--- src/rtl/config_loader.sv ---
// rtl/config_loader.sv - host-word to configuration-chain serializer with optional recirculating verify
//
// Purpose:
//   Accepts WORD_W-bit configuration words from a host over a valid/ready
//   handshake and shifts them MSB-first into the head of the logic-element
//   configuration chain. It issues exactly CHAIN_LEN shift strobes and then
//   reports done. Any bits left over in the final word are dropped.
//
// Optional feature (macro CONFIG_VERIFY_EN):
//   After the load, the chain is shifted CHAIN_LEN more times with its tail
//   fed back into its head. This leaves the chain contents unchanged.
//   A CRC-8 (poly 0x07, init 0x00) of the bits loaded is compared with a
//   CRC-8 of the bits returned from the chain tail. A difference sets error.
//   Without the macro there is no VERIFY state, error is tied low and
//   chain_return is ignored.
//
// Ports:
//   clk          - system/configuration clock
//   nrst         - asynchronous active-low reset
//   en           - global shift enable; the chain only advances while en=1
//   start        - one-cycle pulse that begins a load (only in IDLE or DONE)
//   wr_data      - host configuration word, bit WORD_W-1 is sent first
//   wr_valid     - wr_data valid
//   wr_ready     - loader accepts a word this cycle (FETCH only)
//   cfg_data_out - serial bit to the chain head config_data_in
//   cfg_en       - shift strobe to every chain element
//   chain_return - config_data_out of the last chain element
//   busy         - load or verify in progress
//   done         - load (and verify) complete; held until the next start
//   error        - verify mismatch; held until the next start
module config_loader #(
    parameter int CHAIN_LEN = 20,
    parameter int WORD_W    = 8
) (
    input  logic              clk,
    input  logic              nrst,
    input  logic              en,
    input  logic              start,
    input  logic [WORD_W-1:0] wr_data,
    input  logic              wr_valid,
    output logic              wr_ready,
    output logic              cfg_data_out,
    output logic              cfg_en,
    input  logic              chain_return,
    output logic              busy,
    output logic              done,
    output logic              error
);

    localparam int CNT_W = $clog2(CHAIN_LEN + 1);
    localparam int IDX_W = (WORD_W > 1) ? $clog2(WORD_W) : 1;
    localparam logic [CNT_W-1:0] LAST_CNT = CNT_W'(CHAIN_LEN - 1);
    localparam logic [IDX_W-1:0] TOP_IDX  = IDX_W'(WORD_W - 1);

    typedef enum logic [2:0] {
        S_IDLE,
        S_FETCH,
        S_SHIFT,
`ifdef CONFIG_VERIFY_EN
        S_VERIFY,
`endif
        S_DONE
    } state_t;

    state_t            state;
    state_t            state_nxt;
    logic [WORD_W-1:0] shreg;
    logic [CNT_W-1:0]  bit_cnt;
    logic [IDX_W-1:0]  bit_idx;

    logic start_run;
    logic load_word;
    logic shift_step;
    logic last_bit;

    // The shift that brings the counter to CHAIN_LEN is the final one.
    assign last_bit = (bit_cnt == LAST_CNT);

`ifdef CONFIG_VERIFY_EN
    logic       verify_step;
    logic [7:0] crc_a;
    logic [7:0] crc_b;
    logic [7:0] crc_b_nxt;

    function automatic logic [7:0] crc8_step(input logic [7:0] crc, input logic din);
        logic fb;
        fb = crc[7] ^ din;
        crc8_step = {crc[6:0], 1'b0} ^ (fb ? 8'h07 : 8'h00);
    endfunction

    assign crc_b_nxt = crc8_step(crc_b, chain_return);
`else
    logic unused_chain_return;
    assign unused_chain_return = chain_return;
    assign error = 1'b0;
`endif

    always_comb begin
        state_nxt    = state;
        wr_ready     = 1'b0;
        cfg_en       = 1'b0;
        cfg_data_out = 1'b0;
        busy         = 1'b0;
        done         = 1'b0;
        start_run    = 1'b0;
        load_word    = 1'b0;
        shift_step   = 1'b0;
`ifdef CONFIG_VERIFY_EN
        verify_step  = 1'b0;
`endif
        case (state)
            S_IDLE, S_DONE: begin
                done = (state == S_DONE);
                if (start) begin
                    start_run = 1'b1;
                    state_nxt = S_FETCH;
                end
            end
            S_FETCH: begin
                busy     = 1'b1;
                wr_ready = 1'b1;
                if (wr_valid) begin
                    load_word = 1'b1;
                    state_nxt = S_SHIFT;
                end
            end
            S_SHIFT: begin
                busy         = 1'b1;
                cfg_en       = en;
                cfg_data_out = en & shreg[WORD_W-1];
                if (en) begin
                    shift_step = 1'b1;
                    if (last_bit) begin
`ifdef CONFIG_VERIFY_EN
                        state_nxt = S_VERIFY;
`else
                        state_nxt = S_DONE;
`endif
                    end else if (bit_idx == '0) begin
                        state_nxt = S_FETCH;
                    end
                end
            end
`ifdef CONFIG_VERIFY_EN
            S_VERIFY: begin
                // Tail is fed back into the head so the chain ends as loaded.
                busy         = 1'b1;
                cfg_en       = en;
                cfg_data_out = en & chain_return;
                if (en) begin
                    verify_step = 1'b1;
                    if (last_bit) begin
                        state_nxt = S_DONE;
                    end
                end
            end
`endif
            default: begin
                state_nxt = S_IDLE;
            end
        endcase
    end

    always_ff @(posedge clk or negedge nrst) begin
        if (!nrst) begin
            state   <= S_IDLE;
            shreg   <= '0;
            bit_cnt <= '0;
            bit_idx <= '0;
        end else begin
            state <= state_nxt;
            if (start_run) begin
                bit_cnt <= '0;
            end
            if (load_word) begin
                shreg   <= wr_data;
                bit_idx <= TOP_IDX;
            end
            if (shift_step) begin
                shreg   <= shreg << 1;
                bit_idx <= bit_idx - 1'b1;
`ifdef CONFIG_VERIFY_EN
                // The counter restarts so that it also counts the verify pass.
                bit_cnt <= last_bit ? '0 : bit_cnt + 1'b1;
`else
                bit_cnt <= bit_cnt + 1'b1;
`endif
            end
`ifdef CONFIG_VERIFY_EN
            if (verify_step) begin
                bit_cnt <= bit_cnt + 1'b1;
            end
`endif
        end
    end

`ifdef CONFIG_VERIFY_EN
    always_ff @(posedge clk or negedge nrst) begin
        if (!nrst) begin
            crc_a <= 8'h00;
            crc_b <= 8'h00;
            error <= 1'b0;
        end else begin
            if (start_run) begin
                crc_a <= 8'h00;
                crc_b <= 8'h00;
                error <= 1'b0;
            end
            if (shift_step) begin
                crc_a <= crc8_step(crc_a, shreg[WORD_W-1]);
            end
            if (verify_step) begin
                crc_b <= crc_b_nxt;
                // Compare using the CRC that includes the final returned bit.
                if (last_bit && (crc_b_nxt != crc_a)) begin
                    error <= 1'b1;
                end
            end
        end
    end
`endif

endmodule

--- config.mk ---
export PLATFORM = sky130hd
export DESIGN_NAME = config_loader
export DESIGN_NICKNAME = d
export VERILOG_FILES = /design/src/rtl/config_loader.sv
export SDC_FILE = /design/constraint.sdc
export NUM_CORES = 1
export LEC_CHECK = 0
export CORE_MARGIN = 8
export CORE_UTILIZATION = 35
export CTS_CLUSTER_SIZE = 24
export DETAILED_ROUTE_END_ITERATION = 8
export PLACE_DENSITY = 0.71
export SLEW_MARGIN = 5
export SYNTH_ARGS = -nofsm -noshare
export SYNTH_HDL_FRONTEND = slang
export SYNTH_SLANG_ARGS = --single-unit
--- constraint.sdc ---
create_clock -name clk -period 1.4 [get_ports clk]
set_input_delay 0.35 -clock clk [delete_from_list [all_inputs] [get_ports clk]]
set_output_delay 0.35 -clock clk [all_outputs]
set_load 0.05 [all_outputs]
# Yosys cells after proc, flatten, opt, wreduce, memory -nomap -nowiden
# Cells that the tools add are included.
[totals] inputBits=14 regBits=19 elab_cells=45
[op_classes] eq_ne=8 n_bitwise=1 mux=23 reduce_logical=7 add_sub_neg=2
[ops] operator="two-way mux 3 bit" n=7
[ops] operator="two-way mux 8 bit" n=2
[ops] operator="two-way mux 1 bit" n=11
[ops] operator="two-way mux 5 bit" n=2
[ops] operator="case mux 3 bit (3 select lines)" n=1
[ops] operator="== test 3 x 2 -> 1 bit (second input constant)" n=2
[ops] operator="zero test 3 bit" n=2
[ops] operator="!= test 2 bit (second input constant)" n=3
[ops] operator="adder 5 x 1 -> 5 bit (second input constant)" n=1
[ops] operator="== test 5 bit (second input constant)" n=1
[ops] operator="AND reduction 4 bit" n=1
[ops] operator="nonzero test 2 bit" n=2
[ops] operator="OR reduction 2 bit" n=2
[ops] operator="== test 3 x 1 -> 1 bit (second input constant)" n=1
[ops] operator="!= test 3 bit (second input constant)" n=1
[ops] operator="subtractor 3 x 1 -> 3 bit (second input constant)" n=1
[ops] operator="AND 1 bit" n=1

# Logic depth before layout (Yosys ltp)
# Gate-level depths: netlist of run 1.
[logic_depth] depth_word=5 depth_mapped=7 ltp_nobuf=7

# Least setup slack after synthesis of run 1
# OpenSTA, ideal clock, no wires.
[synth_timing] path_type="reg2reg" start="register state[0]" end="register state[0]" arrival_time_ns=1.650 path_stages_with_launch=7 setup_time_ns=0.079 slack_ns=-0.330 period_less_slack_ns=1.730 cell_sequence="dfrtp_1 -> inv_1 -> ha_1 -> inv_1 -> nor2_1 -> nor3_2 -> mux2i_1"
[synth_between] elab_chain_len=4
[synth_rtl] item="start, declared" line="65" source="state_t state;"
[synth_rtl] item="start signal, assigned" line="171" source="state <= state_nxt;"
[synth_rtl] item="== test 3 x 2 -> 1 bit / zero test 3 bit (equally long branches)" line="111" source="case (state)"
[synth_rtl] item="OR reduction 2 bit" line="111"
[synth_rtl] item="!= test 2 bit (no source line)"
[synth_rtl] item="AND reduction 4 bit (no source line)"
# Parallel ways exist; a longest one is shown, timed or not.
# A chain may end at the register's enable or synchronous reset.

# Final worst setup path of run 1
[layout_timing] start="register state[0]" end="output port busy"
[layout_between] elab_chain_len=3
[layout_rtl] item="== test 3 x 2 -> 1 bit / == test 3 x 1 -> 1 bit (equally long branches)" line="111"
[layout_rtl] item="OR reduction 2 bit (no source line) *"
[layout_rtl] item="two-way mux 1 bit *" line="111"
[layout_rtl] item="end, declared" line="45" source="output logic busy,"
# Every way passes the cells marked *; elsewhere a longest branch is shown, timed or not.

==> results.json, run 1 <==
{
  "status": "finished, violations left",
  "violations": "negative setup slack",
  "ys_seq_area_frac": 0.4712,
  "tritoncts": "yes",
  "regToRegStartpoint": "state[0]",
  "rsz0062_at_grt": "yes",
  "cts-root-buf": "clkbuf_4",
  "clock-sinks": 18,
  "synth_nets": 119,
  "path_cells": "inv_2 > ha_4 > clkinvlp_4 > buf_12",
  "drc": 0,
  "drv_slew": 0,
  "grt.total_usage": 0.1046,
  "core_area_um2": 2686,
  "dieArea_um2": 4659,
  "hp-class": "input port to async pin",
  "placementRows": 19,
  "via_per_inst": 4.911,
  "start_kind": "flop",
  "p_int_uw": 1979,
  "fin_area_um2": 1545,
  "grt_pass1_vias": 834,
  "regToRegSetupSlack_ns": -0.21,
  "routed_wl_um": 2452,
  "fmaxAchievable_mhz": 610.9,
  "path_class": "flop to primary output",
  "reg2reg_depth": 8,
  "synth_top_area_frac": 0.4712,
  "grt_overflow": 0,
  "syn_avg_cell_area_um2": 9.754,
  "post-dp-hpwl_um": 1553,
  "fin_crit_ns": 1.637,
  "clkPwrFrac": 0.078,
  "layout_common_cells": "17 x dfrtp_1, 17 x buf_4, 12 x nand2_1",
  "path_clk_slew_ns": 0.11,
  "cp_max_fo": 2,
  "synthTopCellsByArea": "dfrtp_1 47%, ha_1 9.2%, mux2i_1 8.4%",
  "insertion_delay_ns": 0.29,
  "endpoint": "busy",
  "ys_ff_latch": 18,
  "port-buffer-count": 17,
  "grt_antenna_before_repair": 0,
  "setup_viol": 14,
  "num_vias": 825,
  "wl_per_cell_um": 14.60,
  "p_seq_frac": 0.255,
  "arrival_ns": 1.29,
  "p_per_area_nw_per_um2": 2173,
  "drive_above_1_share": 0.3869,
  "diodes": 0,
  "netlist_instances": 98,
  "drv_cap": 0,
  "switching_share": 0.4107,
  "power.total_uw": 3357,
  "area_delta_synth_final_pct": 61.65,
  "crit_required_ns": 1.05,
  "slowest_stage": "dfrtp_1",
  "min_period_over_period": 1.169,
  "combPwrFrac": 0.667,
  "skew_ns": 0.002011,
  "crit_start": "state[0]",
  "rr_endpoint": "state[0]",
  "end_kind": "primary output",
  "p_leak_uw": 0.0007106,
  "cts-buffers-inserted": 3,
  "hold_viol_final": 0,
  "place_congestion": 0.7660,
  "cts_buffer_depth": 2,
  "yosysUniqueCellTypes": 24,
  "htree_levels": 1,
  "nNetsFinal": 160,
  "power.switching_uw": 1379,
  "io_pins": 20,
  "path_depth": 4,
  "max_stage_delay_ns": 0.39,
  "yosys_warnings": 0,
  "die_y_um": 68.26,
  "start_util": 0.3558,
  "grt_first_pass_wirelength_um": 3774,
  "detail-route-antenna-nets": 0,
  "dr.pass1.iters": 2,
  "critPathTopFamily": "flip-flops",
  "die_x_um": 68.26,
  "place_area_um2": 1280,
  "drtIter0Drc": 13,
  "path_buf_inv": 3,
  "setup_ws_ns": -0.2370,
  "peakVddDrop_mv": 2.241,
  "grt_max_degree": 19,
  "syn-cell-area_um2": 955.9,
  "yosysTopAreaCell": "dfrtp_1"
}
## worst min path at each step
| stage | to | cells after the start | slack [ns] | start |
|---|---|---|---|---|
| 2_1_floorplan | bit_cnt[0] | 0 | 0.05 | nrst |
| 3_3_place_gp | bit_idx[0] | 1 | 0.45 | bit_idx[0] |
| 3_5_place_dp | bit_idx[0] | 1 | 0.46 | bit_idx[0] |
| 4_1_cts | shreg[5] | 2 | 0.38 | nrst |
| 5_1_grt | shreg[1] | 2 | 0.39 | nrst |
| 6_report | shreg[5] | 2 | 0.37 | nrst |
## cell type report
cell class | instances | area [um2]
sequential | 18 | 451.7
inverter | 9 | 40.04
fill | 239 | 1141
clock buffer | 3 | 22.52
multi-input combinational | 69 | 591.8
timing repair buffer | 38 | 400.4
tap | 31 | 38.79
## worst reg2reg max path, delay by kind of cell (launching register included)
kind | cells | cell delay (ns)
adders and majority gates | 1 | 0.17
muxes | 1 | 0.21
AOI/OAI and AO/OA | 1 | 0.05
buffers and inverters | 4 | 0.46
and+or+nand+nor | 1 | 0.22
DFF | 1 | 0.42
## cell families (layout without fill, tap and decap cells)
logic type	after synthesis	in the layout	share of synthesized area
buffers and inverters	12	50	0.05367
flip-flops	18	18	0.4712
AO/OA/AOI/OAI	21	21	0.1296
multiplexers	8	8	0.08377
other	1	1	0.003923
adder cells (fa/ha/maj)	7	7	0.09162
XOR/XNOR	2	2	0.01833
AND/OR/NAND/NOR	29	30	0.1479
## metal layers
layer  track usage  share of wire  up-vias
met5             0              0        -
met4       0.03325              0        0
met3       0.03437          0.045        0
met2        0.1758           0.53       15
met1        0.1231           0.43      402
li1              -              -      408
## timing repair
action / CTS / global route
setup buffers: 10 / 3
endpoints found under the hold margin: 0 / 0
hold buffers: 0 / 0
pin swaps: 3 / 0
resized for setup: 15 / 16
endpoints found under the setup margin: 16 / 22
gates cloned: 0 / 1
## state kept, by name (all words and copies together), names as in the netlist
signal and count:
bit_idx 3, state 2, shreg 8, bit_cnt 5
## power groups by stage
| stage | logic (uW) | clock network [uW] | registers (uW) |
|---|---|---|---|
| finish | 2240 | 263 | 855 |
| global route | 2380 | 288 | 878 |
| CTS | 1950 | 264 | 840 |
| detailed placement | 1530 | 0 | 858 |
| global placement | 1500 | 0 | 848 |
| floorplan | 996 | 0 | 830 |
## synth_stat cells
cell / number
and4bb_1: 1
a2bb2oi_2: 1
inv_2: 1
a21oi_2: 1
a22o_1: 1
a21oi_1: 4
o21ai_0: 5
o21ai_1: 8
inv_1: 8
nand2_1: 14
nand2_2: 1
buf_4: 1
conb_1: 1
xor2_1: 2
nand3_1: 3
and3_1: 1
dfrtp_1: 18
nand2b_1: 1
nor2_1: 6
ha_1: 7
o22ai_1: 1
mux2i_1: 8
buf_2: 2
nor3_2: 2
## stage by stage
stage	util	hold WS, ns	setup TNS, ns	std cells	setup slack, ns
after floorplan	-	0.05441	-0.8102	98	-0.07325
after global placement	0.4765	0.4533	-1.898	151	-0.2003
after detailed placement	0.4765	0.4629	-1.986	151	-0.1941
after CTS	0.5370	0.3792	-0.9929	164	-0.2423
after global routing	0.5752	0.3856	-2.492	168	-0.2689
final	0.5752	0.3720	-1.796	168	-0.2370
Power figures use the tool's default switching activity.
==> run 2, diff against run 1 <==
CORE_UTILIZATION = 46   (was 35)
PLACE_DENSITY = 0.73   (was 0.71)
clock period = 2 ns   (was 1.4 ns; I/O delays follow)
==> run 2 against run 1 <==
Effect of this change:
- the run now ends clean
- power is 49% lower
- global-route usage is 0.66 points higher
- sequential share of layout area is 7.5 points higher
- setup slack better by 0.35 ns
- clock power is 31% lower
- wire length is 25% lower
- core utilization is 4.9 points higher
- worst hold slack better by 0.12 ns
- final cell count is 14% lower
- sequential power is 31% lower
- first-iteration DRC count is 54% lower
- via count is 11% lower
==> results.json, run 2 (synthesis gave the netlist of run 1 again) <==
{
  "status": "finished clean",
  "place_congestion": 0.8038,
  "power.total_uw": 1708,
  "slowest_stage": "dfrtp_1",
  "drc": 0,
  "dieArea_um2": 3793,
  "die_y_um": 61.59,
  "grt_first_pass_wirelength_um": 3125,
  "drv_slew": 0,
  "reg2reg_depth": 8,
  "finalSetupTns_ns": 0,
  "arrival_ns": 1.38,
  "ctsResizeCount": 0,
  "post-dp-hpwl_um": 1420,
  "num_vias": 734,
  "setup_viol": 0,
  "cts_setup_buffers": 0,
  "fmaxAchievable_mhz": 530.6,
  "final_cells": 145,
  "wl_per_cell_um": 12.62,
  "end_kind": "primary output",
  "grtUsageMet2": 0.1743,
  "largest_reg_flops": 8,
  "tritoncts": "yes",
  "hp-class": "flop to flop",
  "grt_antenna_before_repair": 0,
  "path_cells": "inv_1 > ha_1 > inv_1 > buf_12",
  "io_pins": 20,
  "skew_ns": 0.003330,
  "fin_crit_ns": 1.885,
  "min_period_over_period": 0.9423,
  "pre_cts_slack_ns": 0.1179,
  "grt_overflow": 0,
  "diodes": 0,
  "cts-root-buf": "clkbuf_4",
  "path_class": "flop to primary output",
  "utilization": 0.6244,
  "insertion_delay_ns": 0.30,
  "peakVddDrop_mv": 0.6992,
  "routed_wl_um": 1830,
  "cts-buffers-inserted": 3,
  "cp_common_cell": "inv_1",
  "port-buffer-count": 17,
  "layout_common_cells": "18 x dfrtp_1, 14 x nand2_1, 12 x clkdlybuf4s50_1",
  "rsz0062_at_grt": "no",
  "placementRows": 16,
  "max_stage_delay_ns": 0.41,
  "start_util": 0.4872,
  "hold_path_depth": 1,
  "htree_levels": 1,
  "drive_above_1_share": 0.1441,
  "drv_cap": 0,
  "clock-sinks": 18,
  "hold_viol_final": 0,
  "nNetsFinal": 141,
  "start_kind": "flop",
  "gr-usage-met1": 0.1331,
  "cts_buffer_depth": 2,
  "drtIter0Drc": 6,
  "core_area_um2": 1962,
  "via_per_inst": 5.062,
  "dr.pass1.iters": 4,
  "area_delta_synth_final_pct": 28.14,
  "die_x_um": 61.59,
  "grt_use_met3": 0.02714,
  "regMostFlops": "shreg",
  "place_inst": 142,
  "grt_pass1_vias": 743,
  "p_leak_uw": 0.0006103,
  "grt_max_degree": 20,
  "grt.busiest_layer": "met2",
  "setup_ws_ns": 0.1154,
  "path_clk_slew_ns": 0.10,
  "crit_required_ns": 1.50,
  "cp_max_fo": 4,
  "p_per_area_nw_per_um2": 1394,
  "nFillCells": 180,
  "holdBufCountCts": 0,
  "reg.largest.list": "shreg: 8 flops, bit_cnt: 5 flops, bit_idx: 3 flops",
  "detail-route-antenna-nets": 0,
  "grt.total_usage": 0.1112,
  "final_common_cell": "dfrtp_1"
}
-- run 2: area by class of cell --
type                    instances  area, um2  share of cell area
multi-input cells              68      454.2              0.3708
flip-flops and latches         18      450.4              0.3677
well taps                      27      33.78             0.02758
repair buffers                 20      230.2              0.1879
inverters                       9      33.78             0.02758
clock buffers                   3      22.52             0.01839
-- run 2: worst paths after layout --
| path | to | slack [ns] | from |
|---|---|---|---|
| worst max-delay path | busy | 0.12 | state[0] |
| worst min-delay path | bit_idx[0] | 0.49 | bit_idx[0] |
| worst max register to register | bit_cnt[2] | 0.43 | state[0] |
| worst min register to register | bit_idx[0] | 0.49 | bit_idx[0] |
| max in group asynchronous | shreg[5] | 1.28 | nrst |
| min in group asynchronous | bit_cnt[4] | 0.53 | nrst |
-- run 2: metrics by stage --
stage,instance area [um2],hold slack [ns]
2_1_floorplan,955.9,0.2044
3_3_place_gp,1202,0.4599
3_5_place_dp,1202,0.4729
4_1_cts,1225,0.4845
5_1_grt,1225,0.5123
6_report,1225,0.4895
-- run 2: power breakdown --
part	internal [uW]	switching [uW]	total [uW]
logic	418	520	938
clock network	70.2	111	181
registers	500	88.5	588
-- run 2: critical path, delay by kind of cell, from the launching register on --
| family | cells | cell delay (ns) |
|---|---|---|
| adders and majority gates | 1 | 0.32 |
| DFF | 1 | 0.41 |
| buffers and inverters | 3 | 0.36 |
-- run 2: layer usage --
layer  vias up  wire [um]
met3         5        132
met5         -          0
met2        27        847
met4         0         45
li1        367          -
met1       335        804
==> run 3, diff against run 2 <==
DONT_BUFFER_PORTS = 1   (was not set)
PLACE_DENSITY = not set   (was 0.73)
==> run 3 against run 2 <==
Effect of this change:
- final cell count fell by 9.0%
- fmax is 0.60% lower
- clock skew fell by 0.0030 ns
- flip-flop and latch count did not move
- clock power increased by 18%
- worst hold slack worse by 0.13 ns
- sequential share of layout area grew 5.7 points
- power fell by 7.0%
- via count down 7.9%
- global-route usage down 0.33 points
- critical path type unchanged
- highest routed layer unchanged
==> results.json, run 3 (synthesis gave the netlist of run 1 again) <==
{
  "place_inst": 126,
  "placementRows": 16,
  "final_common_cell": "dfrtp_1",
  "crit_start": "state[0]",
  "cp_max_fo": 4,
  "tritoncts": "yes",
  "path_class": "flop to primary output",
  "area_delta_synth_final_pct": 10.86,
  "nFillCells": 187,
  "final_cells": 132,
  "core_area_um2": 1962,
  "tightest_slew_ns": 0.8072,
  "start_kind": "flop",
  "regToRegStartpoint": "state[0]",
  "insertion_delay_ns": 0.28,
  "regMostFlops": "shreg",
  "arrival_ns": 1.40,
  "path_clk_slew_ns": 0.09,
  "p_leak_uw": 0.0005473,
  "dieArea_um2": 3793,
  "fin_crit_ns": 1.896,
  "detail-route-antenna-nets": 0,
  "nNetsFinal": 127,
  "regToRegSetupSlack_ns": 0.48,
  "grt_pass1_vias": 664,
  "hp-start": "wr_data[0]",
  "io_pins": 20,
  "finalSetupTns_ns": 0,
  "drv_slew": 0,
  "drive_above_1_share": 0.1524,
  "largest_reg_flops": 8,
  "num_vias": 676,
  "via_per_inst": 5.121,
  "min_period_over_period": 0.9480,
  "grt.total_usage": 0.1079,
  "layout_common_cells": "18 x dfrtp_1, 13 x nand2_1, 8 x inv_1, 8 x o21ai_1, 8 x mux2i_1",
  "die_x_um": 61.59,
  "grt_antenna_before_repair": 0,
  "place_congestion": 0.7245,
  "hold_viol_final": 0,
  "drtIter0Drc": 11,
  "drv_cap": 0,
  "clock-sinks": 18,
  "peakVddDrop_mv": 0.7870,
  "die_y_um": 61.59,
  "end_kind": "primary output",
  "drc": 0,
  "wl_per_cell_um": 13.11,
  "cts-buffers-inserted": 3,
  "routed_wl_um": 1730,
  "hp-class": "input port to flop",
  "grt_overflow": 0,
  "start_util": 0.4872,
  "cts_buffer_depth": 2,
  "cts-root-buf": "clkbuf_4",
  "fmaxAchievable_mhz": 527.4,
  "status": "finished clean",
  "post-dp-hpwl_um": 1335,
  "rsz0062_at_grt": "no",
  "grt_max_degree": 19,
  "diodes": 0,
  "crit_required_ns": 1.50,
  "grt_first_pass_wirelength_um": 2987,
  "p_per_area_nw_per_um2": 1498,
  "dr.pass1.iters": 4,
  "reg.largest.list": "shreg: 8 flops, bit_cnt: 5 flops, bit_idx: 3 flops",
  "relSlewSlack": 0.4601,
  "skew_ns": 0.0003191,
  "setup_viol": 0,
  "port-buffer-count": 0,
  "cts_setup_buffers": 0,
  "htree_levels": 1
}
==> run 3: timing repair <==
action,CTS,global route
hold buffers,1,0
endpoints found under the setup margin,1,0
resized for setup,3,0
hold endpoints to repair,18,0
==> run 3: final cells by class <==
| class | instances | area, um2 | share of cell area |
|---|---|---|---|
| Clock buffer | 4 | 36.28 | 0.03424 |
| Inverter | 9 | 38.79 | 0.03660 |
| Multi-Input combinational cell | 68 | 456.7 | 0.4309 |
| Sequential cell | 18 | 450.4 | 0.4250 |
| Tap cell | 27 | 33.78 | 0.03188 |
| Timing Repair Buffer | 5 | 40.04 | 0.03778 |
| Timing Repair inverter | 1 | 3.754 | 0.003542 |
==> run 3: worst max-delay path: stages (launching register included) <==
cell	delay (ns)
dfrtp_1	0.43
inv_1	0.10
ha_1	0.21
and3_1	0.18
buf_4	0.19
==> run 3: power breakdown <==
group | switching, uW | internal (uW) | total [uW]
Combinational | 495 | 287 | 782
Sequential | 91.9 | 500 | 592
Clock | 103 | 111 | 214
==> run 3: worst paths after layout <==
kind                           endpoint  depth (start not counted)
setup / recovery           cfg_data_out                          4
hold / removal                 shreg[0]                          2
setup reg to reg             bit_cnt[2]                          7
hold reg to reg              bit_idx[0]                          1
max in group asynchronous      shreg[0]                          1
min in group asynchronous    bit_idx[2]                          1
==> run 3: stage by stage <==
step             util  hold WS (ns)  cell area [um2]  total power, uW  setup slack (ns)
3_5_place_dp   0.5108        0.2053             1002             1373            0.2352
2_1_floorplan       -        0.2044            955.9             1214            0.2702
3_3_place_gp   0.5108        0.2051             1002             1355            0.2574
4_1_cts        0.5402        0.3470             1060             1614           0.09002
5_1_grt        0.5402        0.3444             1060             1728          0.009322
6_report       0.5402        0.3585             1060             1587            0.1039
==> run 3: per-layer routing <==
layer,vias to the layer above,routed length (um),part of all wire,track usage
met4,0,12,0.0069,0.05844
met5,-,0,0,0
li1,341,-,-,-
met1,320,817,0.47,0.1397
met3,2,113,0.065,0.02923
met2,13,786,0.45,0.1581
